[src/rtl/i2c_cfg_pkg.sv]
// Shared state encoding, table markers and sizing helper for the I2C configuration sequencer.
// Latency: n/a (declarations only); backpressure: n/a.
package i2c_cfg_pkg;

    typedef enum logic [3:0] {
        IDLE,
        POWER_WAIT,
        FETCH,
        LATCH,
        ISSUE,
        WAIT_DONE,
        DELAY,
        NEXT,
        DONE,
        ERROR
    } state_t;

    localparam logic [7:0]  DELAY_MARKER = 8'hFF;
    localparam logic [15:0] END_MARKER   = 16'hFEFF;

    function automatic int unsigned max_u(input int unsigned a, input int unsigned b);
        return (a > b) ? a : b;
    endfunction

endpackage

[src/rtl/i2c_config_sequencer_if.sv]
// Request/response bus between the configuration sequencer and the I2C byte engine.
// Latency: wires only; backpressure: engine holds i2cBusy high to defer the next i2cStart.
interface i2c_config_sequencer_if;
    logic [23:0] i2cData;
    logic        i2cStart;
    logic        i2cBusy;
    logic        i2cDone;
    logic        i2cNack;

    modport master (output i2cData, i2cStart, input i2cBusy, i2cDone, i2cNack);
    modport slave  (input i2cData, i2cStart, output i2cBusy, i2cDone, i2cNack);
endinterface

[src/rtl/i2c_config_sequencer_cycle_timer.sv]
// Down-counter: after a start pulse with load N, expired pulses in the Nth cycle (first cycle if N is 0 or 1).
// Latency: N cycles from start; backpressure: none, a new start simply reloads.
module cycle_timer #(
    parameter int unsigned WIDTH = 8
) (
    input  logic             clk,
    input  logic             reset,
    input  logic             start,
    input  logic [WIDTH-1:0] load,
    output logic             expired
);

    logic [WIDTH-1:0] cnt;
    logic             running;

    assign expired = running && (cnt <= WIDTH'(1));

    always_ff @(posedge clk) begin
        if (reset) begin
            cnt     <= '0;
            running <= 1'b0;
        end else if (start) begin
            cnt     <= load;
            running <= 1'b1;
        end else if (running) begin
            if (expired) begin
                cnt     <= '0;
                running <= 1'b0;
            end else begin
                cnt <= cnt - WIDTH'(1);
            end
        end
    end

endmodule

[src/rtl/i2c_config_sequencer.sv]
// Walks a register table after power-up, issuing one I2C write per entry with NACK retries, delays and end marker.
// Latency: POWERUP_CYCLES + 3 cycles to first i2cStart; backpressure: waits in ISSUE while i2cBusy is high.
module i2c_config_sequencer
    import i2c_cfg_pkg::*;
#(
    parameter logic [7:0]  SLAVE_ADDR     = 8'h72,
    parameter int unsigned NUM_ENTRIES    = 32,
    parameter int unsigned POWERUP_CYCLES = 10_000_000,
    parameter int unsigned RETRY_LIMIT    = 3,
    parameter int unsigned MS_CYCLES      = 50_000
) (
    input  logic                          clock50M,
    input  logic                          reset,
    input  logic                          configStart,
    output logic [7:0]                    romAddr,
    input  logic [15:0]                   romData,
    i2c_config_sequencer_if.master        i2c,
    output logic                          configBusy,
    output logic                          configDone,
    output logic                          configError,
    output logic [7:0]                    failIndex
);

    // One timer serves both waits, so it is sized for the longer of the two.
    localparam int unsigned TMR_MAX = max_u(POWERUP_CYCLES, 255 * MS_CYCLES);
    localparam int unsigned TMR_W   = (TMR_MAX < 2) ? 1 : $clog2(TMR_MAX + 1);

    localparam logic [7:0] LAST_ADDR = 8'(NUM_ENTRIES - 1);
    localparam logic [7:0] RETRY_MAX = 8'(RETRY_LIMIT);

    state_t          state_q, state_d;
    logic [7:0]      rom_addr_q, rom_addr_d;
    logic [23:0]     dat_q, dat_d;
    logic            start_q, start_d;
    logic [7:0]      retry_q, retry_d;
    logic [7:0]      fail_q, fail_d;
    logic            tmr_start;
    logic [TMR_W-1:0] tmr_load;
    logic            tmr_expired;
    logic [TMR_W-1:0] pow_load;
    logic [TMR_W-1:0] dly_load;

    assign pow_load = TMR_W'(POWERUP_CYCLES);
    assign dly_load = TMR_W'(romData[7:0]) * TMR_W'(MS_CYCLES);

    cycle_timer #(.WIDTH(TMR_W)) u_timer (
        .clk     (clock50M),
        .reset   (reset),
        .start   (tmr_start),
        .load    (tmr_load),
        .expired (tmr_expired)
    );

    always_ff @(posedge clock50M) begin
        if (reset) begin
            state_q    <= IDLE;
            rom_addr_q <= '0;
            dat_q      <= '0;
            start_q    <= 1'b0;
            retry_q    <= '0;
            fail_q     <= '0;
        end else begin
            state_q    <= state_d;
            rom_addr_q <= rom_addr_d;
            dat_q      <= dat_d;
            start_q    <= start_d;
            retry_q    <= retry_d;
            fail_q     <= fail_d;
        end
    end

    always_comb begin
        state_d    = state_q;
        rom_addr_d = rom_addr_q;
        dat_d      = dat_q;
        start_d    = 1'b0;
        retry_d    = retry_q;
        fail_d     = fail_q;
        tmr_start  = 1'b0;
        tmr_load   = '0;
        case (state_q)
            IDLE, DONE, ERROR: begin
                if (configStart) begin
                    state_d    = POWER_WAIT;
                    rom_addr_d = '0;
                    retry_d    = '0;
                    fail_d     = '0;
                    tmr_start  = 1'b1;
                    tmr_load   = pow_load;
                end
            end
            POWER_WAIT: if (tmr_expired) state_d = FETCH;
            FETCH:      state_d = LATCH;
            LATCH: begin
                if (romData == END_MARKER) begin
                    state_d = DONE;
                end else if (romData[15:8] == DELAY_MARKER) begin
                    if (romData[7:0] == 8'd0) begin
                        state_d = NEXT;
                    end else begin
                        state_d   = DELAY;
                        tmr_start = 1'b1;
                        tmr_load  = dly_load;
                    end
                end else begin
                    state_d = ISSUE;
                    dat_d   = {SLAVE_ADDR, romData};
                end
            end
            ISSUE: begin
                if (!i2c.i2cBusy) begin
                    start_d = 1'b1;
                    state_d = WAIT_DONE;
                end
            end
            WAIT_DONE: begin
                if (i2c.i2cDone) begin
                    if (!i2c.i2cNack) begin
                        retry_d = '0;
                        state_d = NEXT;
                    end else if (retry_q < RETRY_MAX) begin
                        retry_d = retry_q + 8'd1;
                        state_d = ISSUE;
                    end else begin
                        fail_d  = rom_addr_q;
                        state_d = ERROR;
                    end
                end
            end
            DELAY: if (tmr_expired) state_d = NEXT;
            NEXT: begin
                // The last index terminates the run instead of wrapping back to 0.
                if (rom_addr_q == LAST_ADDR) begin
                    state_d = DONE;
                end else begin
                    rom_addr_d = rom_addr_q + 8'd1;
                    state_d    = FETCH;
                end
            end
            default: state_d = IDLE;
        endcase
    end

    assign romAddr      = rom_addr_q;
    assign i2c.i2cData  = dat_q;
    assign i2c.i2cStart = start_q;
    assign failIndex    = fail_q;
    assign configBusy   = !(state_q == IDLE || state_q == DONE || state_q == ERROR);
    assign configDone   = (state_q == DONE);
    assign configError  = (state_q == ERROR);

endmodule

[src/flat_wrapper.sv]
// flat-port wrapper written by rule: the top's interface ports become plain ports
module i2c_config_sequencer_flat import i2c_cfg_pkg::*;
#(
    parameter logic [7:0]  SLAVE_ADDR     = 8'h72,
    parameter int unsigned NUM_ENTRIES    = 32,
    parameter int unsigned POWERUP_CYCLES = 10_000_000,
    parameter int unsigned RETRY_LIMIT    = 3,
    parameter int unsigned MS_CYCLES      = 50_000
)
  (clock50M, reset, configStart, romAddr, romData, configBusy, configDone, configError, failIndex, i2c_i2cData, i2c_i2cStart, i2c_i2cBusy, i2c_i2cDone, i2c_i2cNack);
  i2c_config_sequencer_if i2c_i ();
  input  logic clock50M;
  input  logic reset;
  input  logic configStart;
  output logic [7:0] romAddr;
  input  logic [15:0] romData;
  output logic configBusy;
  output logic configDone;
  output logic configError;
  output logic [7:0] failIndex;
  output wire logic [$bits(i2c_i.i2cData)-1:0] i2c_i2cData;
  output wire logic [$bits(i2c_i.i2cStart)-1:0] i2c_i2cStart;
  input wire logic [$bits(i2c_i.i2cBusy)-1:0] i2c_i2cBusy;
  input wire logic [$bits(i2c_i.i2cDone)-1:0] i2c_i2cDone;
  input wire logic [$bits(i2c_i.i2cNack)-1:0] i2c_i2cNack;
  assign i2c_i2cData = i2c_i.i2cData;
  assign i2c_i2cStart = i2c_i.i2cStart;
  assign i2c_i.i2cBusy = i2c_i2cBusy;
  assign i2c_i.i2cDone = i2c_i2cDone;
  assign i2c_i.i2cNack = i2c_i2cNack;
  i2c_config_sequencer #(.SLAVE_ADDR(SLAVE_ADDR), .NUM_ENTRIES(NUM_ENTRIES), .POWERUP_CYCLES(POWERUP_CYCLES), .RETRY_LIMIT(RETRY_LIMIT), .MS_CYCLES(MS_CYCLES)) u_core (.clock50M(clock50M), .reset(reset), .configStart(configStart), .romAddr(romAddr), .romData(romData), .i2c(i2c_i), .configBusy(configBusy), .configDone(configDone), .configError(configError), .failIndex(failIndex));
endmodule
[config.mk]
export PLATFORM = sky130hd
export DESIGN_NAME = i2c_config_sequencer_flat
export DESIGN_NICKNAME = d
export VERILOG_FILES = /design/src/rtl/i2c_cfg_pkg.sv /design/src/rtl/i2c_config_sequencer_if.sv /design/src/rtl/i2c_config_sequencer_cycle_timer.sv /design/src/rtl/i2c_config_sequencer.sv /design/src/flat_wrapper.sv
export SDC_FILE = /design/constraint.sdc
export NUM_CORES = 1
export LEC_CHECK = 0
export ABC_AREA = 1
export BUFFER_PORTS_ARGS = -buffer_cell sky130_fd_sc_hd__buf_4
export CAP_MARGIN = 30
export CORE_ASPECT_RATIO = 1.75
export CORE_MARGIN = 3
export CORE_UTILIZATION = 65
export DETAILED_ROUTE_END_ITERATION = 16
export GPL_TIMING_DRIVEN = 1
export PLACE_DENSITY = 0.95
export SLEW_MARGIN = 20
export SYNTH_ARGS = -nofsm -noshare
export SYNTH_HDL_FRONTEND = slang
export SYNTH_SLANG_ARGS = --single-unit
export TNS_END_PERCENT = 5
[constraint.sdc]
create_clock -name clock50M -period 8.3 [get_ports clock50M]
set_input_delay 0.83 -clock clock50M [delete_from_list [all_inputs] [get_ports clock50M]]
set_output_delay 0.83 -clock clock50M [all_outputs]
set_load 0.02 [all_outputs]
# After elaboration in Yosys (flattened, before gate mapping)
# Index checks and enable logic that the tools add are counted.
# word_totals
register_bits	71
out_inout_bits	44
wordCells	94
# classes
addsub	3
n_mul	1
order_cmp	2
eq_ne	21
n_mux	40
bitwise	3
n_reduce_logical	16
# op_table
op	n
$mux W24	7
$mux W8	8
$pmux W24 S2	1
$pmux W8 S2	3
$mux W4	9
$pmux W4 S8	1
$le A24 B1 Y1 const B	1
$sub A24 B1 Y24 const B	1
$mul A8 B12 Y20 const B	1
$add A8 B1 Y8 const B	2
$eq A16 B16 Y1 const B	1
$eq A4 B3 Y1 const B	4
$ne A2 B2 Y1 const B	6
$reduce_and A5 Y1	2
$mux W1	9
$eq A4 B2 Y1 const B	2
$eq A4 B4 Y1 const B	2
$eq A8 B5 Y1 const B	1
$eq A8 B8 Y1 const B	1
$logic_not A8 Y1	1
$lt A8 B2 Y1 const B	1
$reduce_and A3 Y1	2
$reduce_bool A2 Y1	3
$eq A4 B1 Y1 const B	1
12 further kinds	16

# Depth between registers and ports, before layout
# Gate-level depths: netlist of run 1.
# depth
depth_word	6
mapped_depth	18

# By module
# From an unflattened synthesis of run 1, not the netlist that was laid out.
# hier_totals
cells_unflattened	860
hier_area_um2	5771.8
# modules_own_cells
mod	n_inst	cells_each	area_per_inst_um2
i2c_config_sequencer	1	593	4061.4
cycle_timer	1	267	1710.4

# Worst setup path after synthesis of run 1
# Ideal clock, no wire load.
# synth_timing
path_type	input to register
start	input romData[2]
end	register u_core.u_timer.cnt[23]
arrival_ns	3.593
required_ns	8.172
slack_ns	4.580
path_stages	16
path_buffers	0
cell_sequence	ha_1 ha_1 inv_1 fa_1 inv_1 fa_1 ha_1 or2_2 nand3_1 nand2_1 nand2_1 nand3_1 nand2_1 nor2_1 nor2_1 nor2_1
# synth_between
elab_chain_cells	6
word_cells_on_any_way	13
cone_classes	1 x mul; 1 x eq/ne; 9 x mux; 2 x reduce/logical
# synth_lines
item	line	source
start: declaration	flat_wrapper.sv:16	input logic [15:0] romData;
$mul A8 B12 Y20 or $logic_not A8 Y1 (tied branches)	i2c_config_sequencer.sv:44, i2c_config_sequencer.sv:98	
$mux W24 or $mux W1 (tied branches)	i2c_config_sequencer.sv:98	if (romData[7:0] == 8'd0) begin
$mux W24 or $mux W1 (tied branches)	i2c_config_sequencer.sv:97	end else if (romData[15:8] == DELAY_MARKER) begin
$mux W24 or $mux W1 (tied branches)	i2c_config_sequencer.sv:95	if (romData == END_MARKER) begin
$pmux W24 S2 or $pmux W1 S2 (tied branches)	i2c_config_sequencer.sv:81	case (state_q)
$mux W24 or $reduce_bool A2 Y1 (tied branches)	n/a	
end signal: assignment	i2c_config_sequencer_cycle_timer.sv:23	cnt <= load;
end signal: assignment	i2c_config_sequencer_cycle_timer.sv:30	cnt <= cnt - WIDTH'(1);
end: declaration	i2c_config_sequencer_cycle_timer.sv:13	logic [WIDTH-1:0] cnt;
# Several ways; a longest one is shown, not always the timed one.
# A chain may end at the register's enable or synchronous reset.

# Worst setup path in the final report of run 1
# Ends and elaborated chain as after synthesis.

==> results of run 1 <==
stage by stage:
stage                      util  power (mW)  setup WS, ps  hold slack (ps)  cell area [sq um]
after floorplan               -        1.10          4580              418               5780
after global routing      0.775        1.84          4330              460               6570
after global placement    0.737        1.27          4310              426               6250
after detailed placement  0.738        1.29          4210              429               6260
after CTS                 0.773        1.68          4550              440               6560
final                     0.775        1.70          4550              439               6570
cell type report:
class                      instances  share of cell area
multi-input combinational        650               0.570
sequential                        71               0.216
inverter                         129              0.0737
timing repair buffer              63              0.0731
clock buffer                      10              0.0364
tap                              115              0.0219
clock inverter                     5             0.00876
routing by layer:
layer / global-route usage / part of all wire
met1: 0.312 / 0.34
met2: 0.631 / 0.54
met3: 0.0528 / 0.050
met4: 0.247 / 0.074
met5: 0 / 0
cells by family after synthesis:
group,after synthesis,synth area share
simple gates,443,0.344
other cells,1,0.000650
buf+inv,150,0.107
flops,71,0.246
xor+xnor,15,0.0228
compound gates,115,0.105
fa+ha+maj,73,0.174
registers in the layout, indices dropped and copies added, names as in the netlist:
name / cells
u_core.retry_q: 8
u_core.romAddr: 8
u_core.i2c.i2cData: 17
u_core.u_timer.running: 1
u_core.i2c.i2cStart: 1
u_core.state_q: 4
u_core.u_timer.cnt: 24
u_core.failIndex: 8
where the power goes:
group / switching (mW) / internal (mW) / total (mW)
clock: 0.145 / 0.239 / 0.384
sequential: 0.0525 / 0.383 / 0.436
combinational: 0.576 / 0.305 / 0.881
total: 0.773 / 0.927 / 1.70
cells in the final DEF (no fill, tap or decap), types with 7 or more instances in the layout:
master,count
nand2_1,211
nor2_1,105
nand3_1,60
fa_1,12
inv_1,120
dfxtp_1,71
a21oi_1,61
buf_4,61
or2_2,7
inv_2,9
o21ai_0,41
nand4_1,13
ha_1,61
clkbuf_16,9
nor3_1,10
nor2_4,7
xor2_1,9
how the worst max path moves through the flow:
stage / start / to / slack [ps] / cells after the start
6_report: romData[2] / u_core.u_timer.cnt[23]$_SDFFE_PP0P_ / 4550 / 17
5_1_grt: romData[2] / u_core.u_timer.cnt[16]$_SDFFE_PP0P_ / 4330 / 18
3_3_place_gp: romData[2] / u_core.u_timer.cnt[17]$_SDFFE_PP0P_ / 4310 / 17
2_1_floorplan: romData[2] / u_core.u_timer.cnt[23]$_SDFFE_PP0P_ / 4580 / 16
4_1_cts: romData[2] / u_core.u_timer.cnt[17]$_SDFFE_PP0P_ / 4550 / 17
3_5_place_dp: romData[2] / u_core.u_timer.cnt[17]$_SDFFE_PP0P_ / 4210 / 17
critical path, cell delays in order:
cell	delay (ps)
buf_4	140
ha_1	320
ha_1	300
inv_1	60
fa_1	490
inv_1	60
fa_1	470
ha_1	340
or2_2	310
nand3_1	110
nand2_1	90
nand2_1	90
nand3_1	70
nand2_1	70
nor2_1	50
nor2_1	110
nor2_1	40
==> results list, run 1 <==
* Outcome: finished, final reports clean
- VDD sags by at most 0.144 mV.
- Detail Placement HPWL: 12.1 mm
- Synth top area cells: dfxtp_1 (25%), nand2_1 (14%), ha_1 (13%)
- # nets final: between 1000 and 1500
* Reg-to-reg endpoint: u_core.u_timer.cnt[8]$_SDFFE_PP0P_
- Total of flip-flops plus latches after synthesis: 71
* HP Start: u_core.retry_q[2]$_SDFFE_PP0P_
- Number of enable flip-flop cells after synthesis: 0
* Overall fraction of global-route tracks in use: 0.330
- CTS resizes: 0
- Gpl congestion: between 0.9 and 1
- Number of cells after detailed placement: about 1000
* Via count of the first global-routing pass: roughly 5900
- Routed Antenna Nets: 0
- The path with the worst hold slack has its endpoint at u_core.retry_q[2]$_SDFFE_PP0P_.
- Routed WL per cell: 15.2 microns
* Cell type contributing the most total cell area after synthesis: dfxtp_1
- Counting cells, the worst reg-to-reg path comes to 8.
* Relative slew slack: 0.465
* Die Span Y: between 100 and 150 microns
- The routed layout has 5958 vias.
- Setup repair after global routing missed its margin: false
* Most common cell in the netlist: nand2_1
- TritonCTS built the clock tree.
* Startpoint type of the worst setup path: input port
- The worst hold path passes through 2 cells.
- The analysis attributes to cell leakage a power of 3.32 nW.
* Area fraction of the dominant cell type after synthesis: 0.246
- Entering global routing, the biggest net connects 38 pins.
- Non-filler instance count after layout: 1043
- 66 I/O pins were placed.
- Counting the buffers created by CTS gives 9.
- H-tree depth reported by CTS: 3
- The worst setup path is captured at a flip-flop.
* Data required time of the critical path: 8510 ps
- Arr. time, crit path: a little under 4000 ps
- In the final layout, the share of cells above drive strength 1 is 0.135.
- After the first detailed-routing iteration, the DRC count stood at 470.
- The number of antenna diodes in the final layout is 0.
- Fin crit period: 3750 ps
- Total number of clock tree sinks: 71
- Starting utilization of the core area: 0.681
* Final routed wirelength across all metal layers: around 16 mm
- Setup slack of the most critical reg-to-reg path: 6160 ps
- Syn-to-layout area delta: 13.8%
- Of the available clock period, the critical path in the final layout requires 0.451.
* Worst hold path type: flip-flop to flip-flop
- Final global-route overflow total: 0
* FILL cells: 638
- Achievable frequency: about 270 MHz
- Number of antenna violations at the first check in global routing: 0
* Multi-input gate area: approximately 3700 sq um
* Area enclosed by the die boundary: slightly above 10000 sq um
* Proportion of synthesized chip area in sequential cells: 0.246
- Cell chosen for the clock root: clkbuf_16
* Number of warning messages in the yosys log: 0
- Top fanout value on the critical path: 6
- For this run, the detailed router's first-pass iteration total came to 7.
* Clock edge transition at the registers on the reported setup and hold paths: around 50 ps
- Dividing the detail-routed via count by the number of cells gives 5.71.
- Setup violations remaining at the end of the flow were counted as 0.
- Number of design rule violations left after detail routing: 0
- Worst r2r src: u_core.state_q[2]$_SDFFE_PP0P_
- The die is 77.2 microns wide.
- Primary flip-flop cell chosen by synthesis mapping: dfxtp_1
* Count of input and output buffers: 61
* Yosys cell types: 42
* Worst setup path class: input port to flip-flop
* Clock insertion delay at the later pin of the skew report: between 300 and 400 ps
- The cell count after synthesis came out at slightly below 900.
- Slew at the pin closest to its max-slew limit: 799 ps
- Synth top cells by count: nand2_1 (211), inv_1 (120), nor2_1 (105)
- Layout Skew: 5.09 ps
- Placeable core area: approximately 8500 sq um
- Max Slew Vio Count: 0
- Std-Cell Rows: 44
- Adding up every negative setup slack in the final design gives 0 ps.
* Footprint of the flip-flops and latches: roughly 1400 sq um
- Max Cap Violations: 0
- The number of hold violations in the final report was 0.
- Setup repair bufs after CTS: 0
- The first global-routing pass estimated 26.6 mm of wire.
- Pwr/cell area: ~260 nW/um^2
- Clock Tree Buf Depth: 2
- Hold repair after CTS inserted 0 buffers.
* Avg Synthesized Cell Area: 6.65 sq um
* Fraction of synthesis flops using an asynchronous set or reset pin: 0
- The mapped netlist covers 5770 sq um.
No activity file was read; power rests on OpenSTA's default activity.
==> run 2, diff against run 1 <==
Settings changed: CORE_UTILIZATION 65 to 54, PLACE_DENSITY 0.95 to 0.88.
Clock period 8.3 ns to 3.1 ns, I/O delays scaled along.
==> run 2 against run 1 <==
Sequential share of layout area down 1.3 points. Hold slack worse by 300 ps. Largest power group unchanged. First-iteration DRC count down 16%. Highest routed layer unchanged.
==> results list, run 2 (synthesis results as in run 1) <==
- For this block, the initial DRC count from the detailed router was 393.
* # nets final: 1056
* Total setup violations reported at the end of the flow: 0
- In the routed design, unresolved DRC markers number 0.
- Number of cells after detailed placement: 1076
- Starting utilization of the core area: 0.557
- Syn-to-layout area delta: 21.3%
* CTS tree: yes
* Setup slack of the most critical reg-to-reg path: 1220 ps
- Most flop-heavy register: u_core.u_timer.cnt
- Clock insertion delay at the later pin of the skew report: 340 ps
- The worst register-to-register path ends at u_core.u_timer.cnt[14]$_SDFFE_PP0P_.
* Outcome: finished, final reports clean
- Max Slew Vio Count: 0
- Setup repair bufs after CTS: 0
- Largest register FFs: 24
- Data on the critical path arrives at its endpoint at 3250 ps.
* Die Span Y: 143 microns
- The largest single stage delay on the critical path is a little over 500 ps.
- Final standard cell area without fillers: 7010 sq um
* H-tree depth reported by CTS: 3
* Total number of clock tree sinks: slightly above 70
* Maximum number of pins on one net before global-route repair: 38
- 66 I/O pins were placed.
- Once placement finished, the instance area stood at 6560 sq um.
- The number of hold buffers added after CTS was 0.
- Gpl congestion: 1.03
- The first global-routing pass estimated about 26 mm of wire.
- In this run the remaining antenna-violating nets after routing total 0.
- Count of input and output buffers: 61
- Leading cell type in the layout, fill and taps excluded: nand2_1
* Final routed wirelength across all metal layers: approximately 17 mm
* Slowest cell on crit path: fa_1
- The number of global-route vias before repair was 5821.
* Chain of cells forming the critical path: buf_4, buf_4, ha_1, ha_1, fa_1, ha_1, ha_4, nand2_1, inv_1, nand2_1, nor3_2, nand2_2, a21oi_1, nor2_1, nor2_1, nor2_1
- Relative slew slack: 0.376
* Clock edge transition at the registers on the reported setup and hold paths: 60 ps
* Worst r2r src: u_core.u_timer.cnt[0]$_SDFFE_PP0P_
- Std-Cell Rows: slightly below 50
- Non-filler instance count after layout: between 1000 and 1500
* Leakage: 3.49 nW
* Crit path from: romData[6]
- The floorplan step defined a die boundary enclosing 12000 sq um.
- Worst hold path type: input port to flip-flop
- Mean number of vias per cell: 5.53
- Achievable frequency: 329 MHz
- For the worst setup path, the data required time is 3320 ps.
- Most frequent cells in the layout: nand2_1 (207), inv_1 (120), nor2_1 (105)
* Worst setup path class: input port to flip-flop
- Clock Tree Buf Depth: 2
- The tool flagged a number of max-cap violations equal to 0.
- Final global-route overflow total: 0
- After floorplanning, the core was sized to cover 10400 sq um.
* Detail Placement HPWL: approximately 13 mm
- Dividing the final minimum period by the clock period gives 0.980.
- The tightest hold path in the finished design has a slack of 138 ps.
- After detailed routing, the average wire length per cell comes to 15.3 microns.
- Pwr/cell area: ~690 nW/um^2
* Vias: 6041
- Ratio of cells with drive above 1 in the final layout: 0.187
- Buffers inserted during clock tree synthesis total 9.
- The worst path needs 3040 ps of the cycle, external delays included.
- The initial antenna violation count is 0.
* Antenna cells: 0
- IR analysis of the VDD net gives a maximum drop of 0.555 mV.
- The pre-antenna-repair detailed-routing pass consisted of 5 iterations.
* FILL cells: 842
- Hold Vio Cnt, Final: 0
- Cell chosen for the clock root: clkbuf_16
- Slew at the pin closest to its max-slew limit: 935 ps
- The number of buffers and inverters on the critical path is 3.
* Dominant delay contributor by cell family on the critical path: adder cells
* Type of element capturing the critical path: flip-flop
* Overall die width: 84.2 microns
- Timing endpoint of the critical path: u_core.u_timer.cnt[21]$_SDFFE_PP0P_
- Overall fraction of global-route tracks in use: 0.271
- Startpoint type of the worst setup path: input port
* Crit. path cell count: 16
* CTS resizes: 0
- Along the worst path, the maximum fanout reaches 4.
- Layout Skew: 4.41 ps
- Cell count of the worst reg-to-reg path: 11
- Setup repair after global routing could not meet its margin everywhere.
run 2: layout make-up:
| class | count | area (sq um) | area share |
|---|---|---|---|
| Clock buffer | 11 | 233 | 0.0332 |
| Clock inverter | 5 | 58.8 | 0.00839 |
| Inverter | 129 | 484 | 0.0691 |
| Multi-Input combinational cell | 650 | 3890 | 0.556 |
| Sequential cell | 71 | 1420 | 0.203 |
| Tap cell | 127 | 159 | 0.0227 |
| Timing Repair Buffer | 100 | 754 | 0.108 |
run 2: metrics by stage:
stage	setup slack [ps]	setup TNS, ps	total power, mW	util
global placement	-230	-2490	3.58	0.633
CTS	57.3	0	4.67	0.662
detailed placement	-282	-3130	3.62	0.633
floorplan	-5.44	-11.7	2.94	-
global route	-83.4	-233	5.18	0.676
finish	63.3	0	4.86	0.676
run 2: report_power, final:
part	total, mW	internal, mW	switching, mW
clock network	1.03	0.623	0.410
registers	1.17	1.03	0.139
logic	2.66	1.01	1.65
run 2: metal layers:
metal,track usage,share of wire
met3,0.0410,0.038
met2,0.532,0.54
met4,0.196,0.077
met5,0,0
met1,0.244,0.34
run 2: worst min path at each step:
stage	cells after the start	from	endpoint	slack (ps)
finish	2	i2c_i2cBusy	u_core.i2c.i2cStart$_SDFF_PP0_	140
global route	2	i2c_i2cBusy	u_core.i2c.i2cStart$_SDFF_PP0_	140
CTS	2	i2c_i2cBusy	u_core.i2c.i2cStart$_SDFF_PP0_	140
detailed placement	2	u_core.retry_q[3]$_SDFFE_PP0P_	u_core.retry_q[3]$_SDFFE_PP0P_	430
global placement	2	u_core.retry_q[4]$_SDFFE_PP0P_	u_core.retry_q[4]$_SDFFE_PP0P_	430
floorplan	1	i2c_i2cBusy	u_core.i2c.i2cStart$_SDFF_PP0_	390
==> run 3, diff against run 2 <==
Settings changed: PLACE_DENSITY 0.88 to 0.85.
==> run 3 against run 2 <==
Global-route usage shrank 0.12 points. Hold slack gained 9.2 ps. Register-to-register slack gained 30 ps. Sequential power is essentially flat. Critical path type unchanged. Highest routed layer unchanged. Largest cell class unchanged. Critical endpoint is now u_core.u_timer.cnt[23]$_SDFFE_PP0P_. Critical path depth is the same.
==> results list, run 3 (synthesis results as in run 1) <==
* CTS buffer count: 9
- After clock tree synthesis, the flow added hold-fix buffers numbering 0.
* Minimum setup slack after placement: -395 ps
* FILL cells: about 860
- Delay of the slowest cell on the worst path: 630 ps
- Std-Cell Rows: 49
- Die Span Y: 143 microns
- Of the cells placed in the final design, the portion with a size suffix greater than 1 is 0.197.
- In the final routed layout, each cell accounts on average for 14.9 microns.
* Most flop-heavy register: u_core.u_timer.cnt
- In the detailed route, the total length drawn on met3 is 598 microns.
- Total power for the finished layout comes to 4.85 mW.
- H-tree depth reported by CTS: 3
- Layout Skew: just over 4 ps
- The number of global-route vias before repair came to 5798.
- Headroom to the max-slew limit came out at 0.393.
- Clock Tree Buf Depth: 2
- In this run the worst path has a maximum fanout of 4.
* Number of design rule violations left after detail routing: 0
- Final routed wirelength across all metal layers: around 16 mm
- The clock period could shrink to ~3000 ps.
- Worst hold path type: input port to flip-flop
- The tool flagged a number of max-cap violations equal to 0.
- After global routing the overflow that remains totals 0.
- Count of pins on the block boundary: 66
- The count of buffers added on input and output ports is 61.
* Maximum number of pins on one net before global-route repair: 38
* Antenna cells: 0
- Top Layer Used: met4
* Count of TritonRoute iterations in the first routing pass: 7
- Max Slew Vio Count: 0
- Slowest cell on crit path: fa_1
* Multi-input gate area: 3960 sq um
- The first global-routing pass estimated 26.2 mm of wire.
* Arr. time, crit path: 3280 ps
- For this design the static power due to leakage is between 3 and 4 nW.
* Dominant delay contributor by cell family on the critical path: adder cells
- After detailed placement, the design holds a cell count of around 1100.
* Overall die width: 84.2 microns
- DRT iter0 DRCs: 354
- Footprint of the flip-flops and latches: 1420 sq um
- The initial antenna violation count was 0.
- Clock-pin slew was measured on the worst setup and hold paths at 60 ps.
- The number of hold violations in the final report was 0.
- Derived from the worst setup path, the maximum achievable clock frequency is 326 MHz.
- Routed Antenna Nets: 0
- Vias: 5865
- From synthesis to final layout, the design area changed by 22.3%.
- VDD sags by at most 0.383 mV.
* Starting utilization of the core area: 0.557
- Cell chosen for the clock root: clkbuf_16
- Setup violations remaining at the end of the flow were counted as 0.
* Pwr/cell area: 687 nW/um^2
* # nets final: roughly 1100
- The critical path in this run is classified as input port to flip-flop.
* Placeable core area: 10400 sq um
* Final Cycle Share: 0.990
- At the end of routability-driven placement, the weighted congestion stood at around 0.96.
- Chain of cells forming the critical path: buf_4, ha_1, fa_1, fa_1, ha_4, ha_4, nand2_1, nand2_1, a21oi_2, nand2_2, nand2_2, nand3_1, nand2_1, nor2_1, nor2_1, nor2_1
- Data required time of the critical path: 3310 ps
- Total negative slack: 0 ps
- Non-filler instance count after layout: 1091
- Met2 routed wirelength: 8.90 mm
- Most frequent cells in the layout: nand2_1 (205), inv_1 (120), nor2_1 (104)
- Together, buffers and inverters on the worst path number 1.
- Detail Placement HPWL: 12.4 mm
- CTS tree: yes
* Clock insertion delay at the later pin of the skew report: ~340 ps
* Post-route setup slack: 31.4 ps
- Type of element capturing the critical path: flip-flop
- For this design, the sink count on the clock tree is 71.
* Area enclosed by the die boundary: 12000 sq um
* Startpoint type of the worst setup path: input port
- The flow ran to the end, and the final reports show no timing, DRC or antenna violations.
- Overall fraction of global-route tracks in use: 0.270
* Largest register FFs: 24
- Slew at the pin closest to its max-slew limit: 910 ps
- In the routed layout, each cell is associated on average with a via count of between 5 and 6.
- Metal1 wirelength: 5.71 mm
- Post-CTS timing repair inserted 0 buffers for setup.
- Leading cell type in the layout, fill and taps excluded: nand2_1
run 3: cell count changes in the layout (fill, tap and decap cells not counted), moves of 2 or more:
cell	change
ha_4	+3
fa_1	-3
buf_4	-2
nand2_1	-2
fa_2	+3
ha_1	-4
clkinv_2	+2
nand2_2	+2
run 3: metrics by stage:
step	utilization	hold slack, ps	area [sq um]
6_report	0.682	147	7060
4_1_cts	0.664	140	6880
3_5_place_dp	0.634	435	6570
2_1_floorplan	-	387	5800
3_3_place_gp	0.634	426	6570
5_1_grt	0.682	157	7060
run 3: repair_timing:
item | 4_1_cts | 5_1_grt
gates resized for setup | 2 | 29
setup endpoints to repair | 6 | 11
pin swaps | 0 | 11
hold endpoints to repair | 0 | 0
cloned | 0 | 0
run 3: power by group:
part	internal (mW)	total, mW	switching [mW]	leakage [nW]
Combinational	1.04	2.67	1.63	2.76
Sequential	1.03	1.16	0.137	0.576
Clock	0.620	1.02	0.400	0.142
Total	2.68	4.85	2.17	3.48
run 3: area by class of cell:
cell class | instances | area share
Tap cell | 127 | 0.0225
Clock inverter | 6 | 0.00868
Clock buffer | 10 | 0.0324
Sequential cell | 71 | 0.201
Inverter | 129 | 0.0686
Timing Repair Buffer | 98 | 0.106
Multi-Input combinational cell | 650 | 0.561
run 3: path summary, 6_finish.rpt:
kind	slack, ps	to	start	depth (start not counted)
setup reg to reg	1250	u_core.u_timer.cnt[20]$_SDFFE_PP0P_	u_core.u_timer.cnt[9]$_SDFFE_PP0P_	10
hold reg to reg	440	u_core.retry_q[5]$_SDFFE_PP0P_	u_core.retry_q[5]$_SDFFE_PP0P_	2
setup / recovery	30	u_core.u_timer.cnt[23]$_SDFFE_PP0P_	romData[3]	16
hold / removal	150	u_core.i2c.i2cStart$_SDFF_PP0_	i2c_i2cBusy	2
run 3: layer usage:
metal	global-route usage	vias to the layer above
li1	-	2944
met4	0.180	0
met3	0.0416	86
met5	0	-
met2	0.519	174
met1	0.258	2661
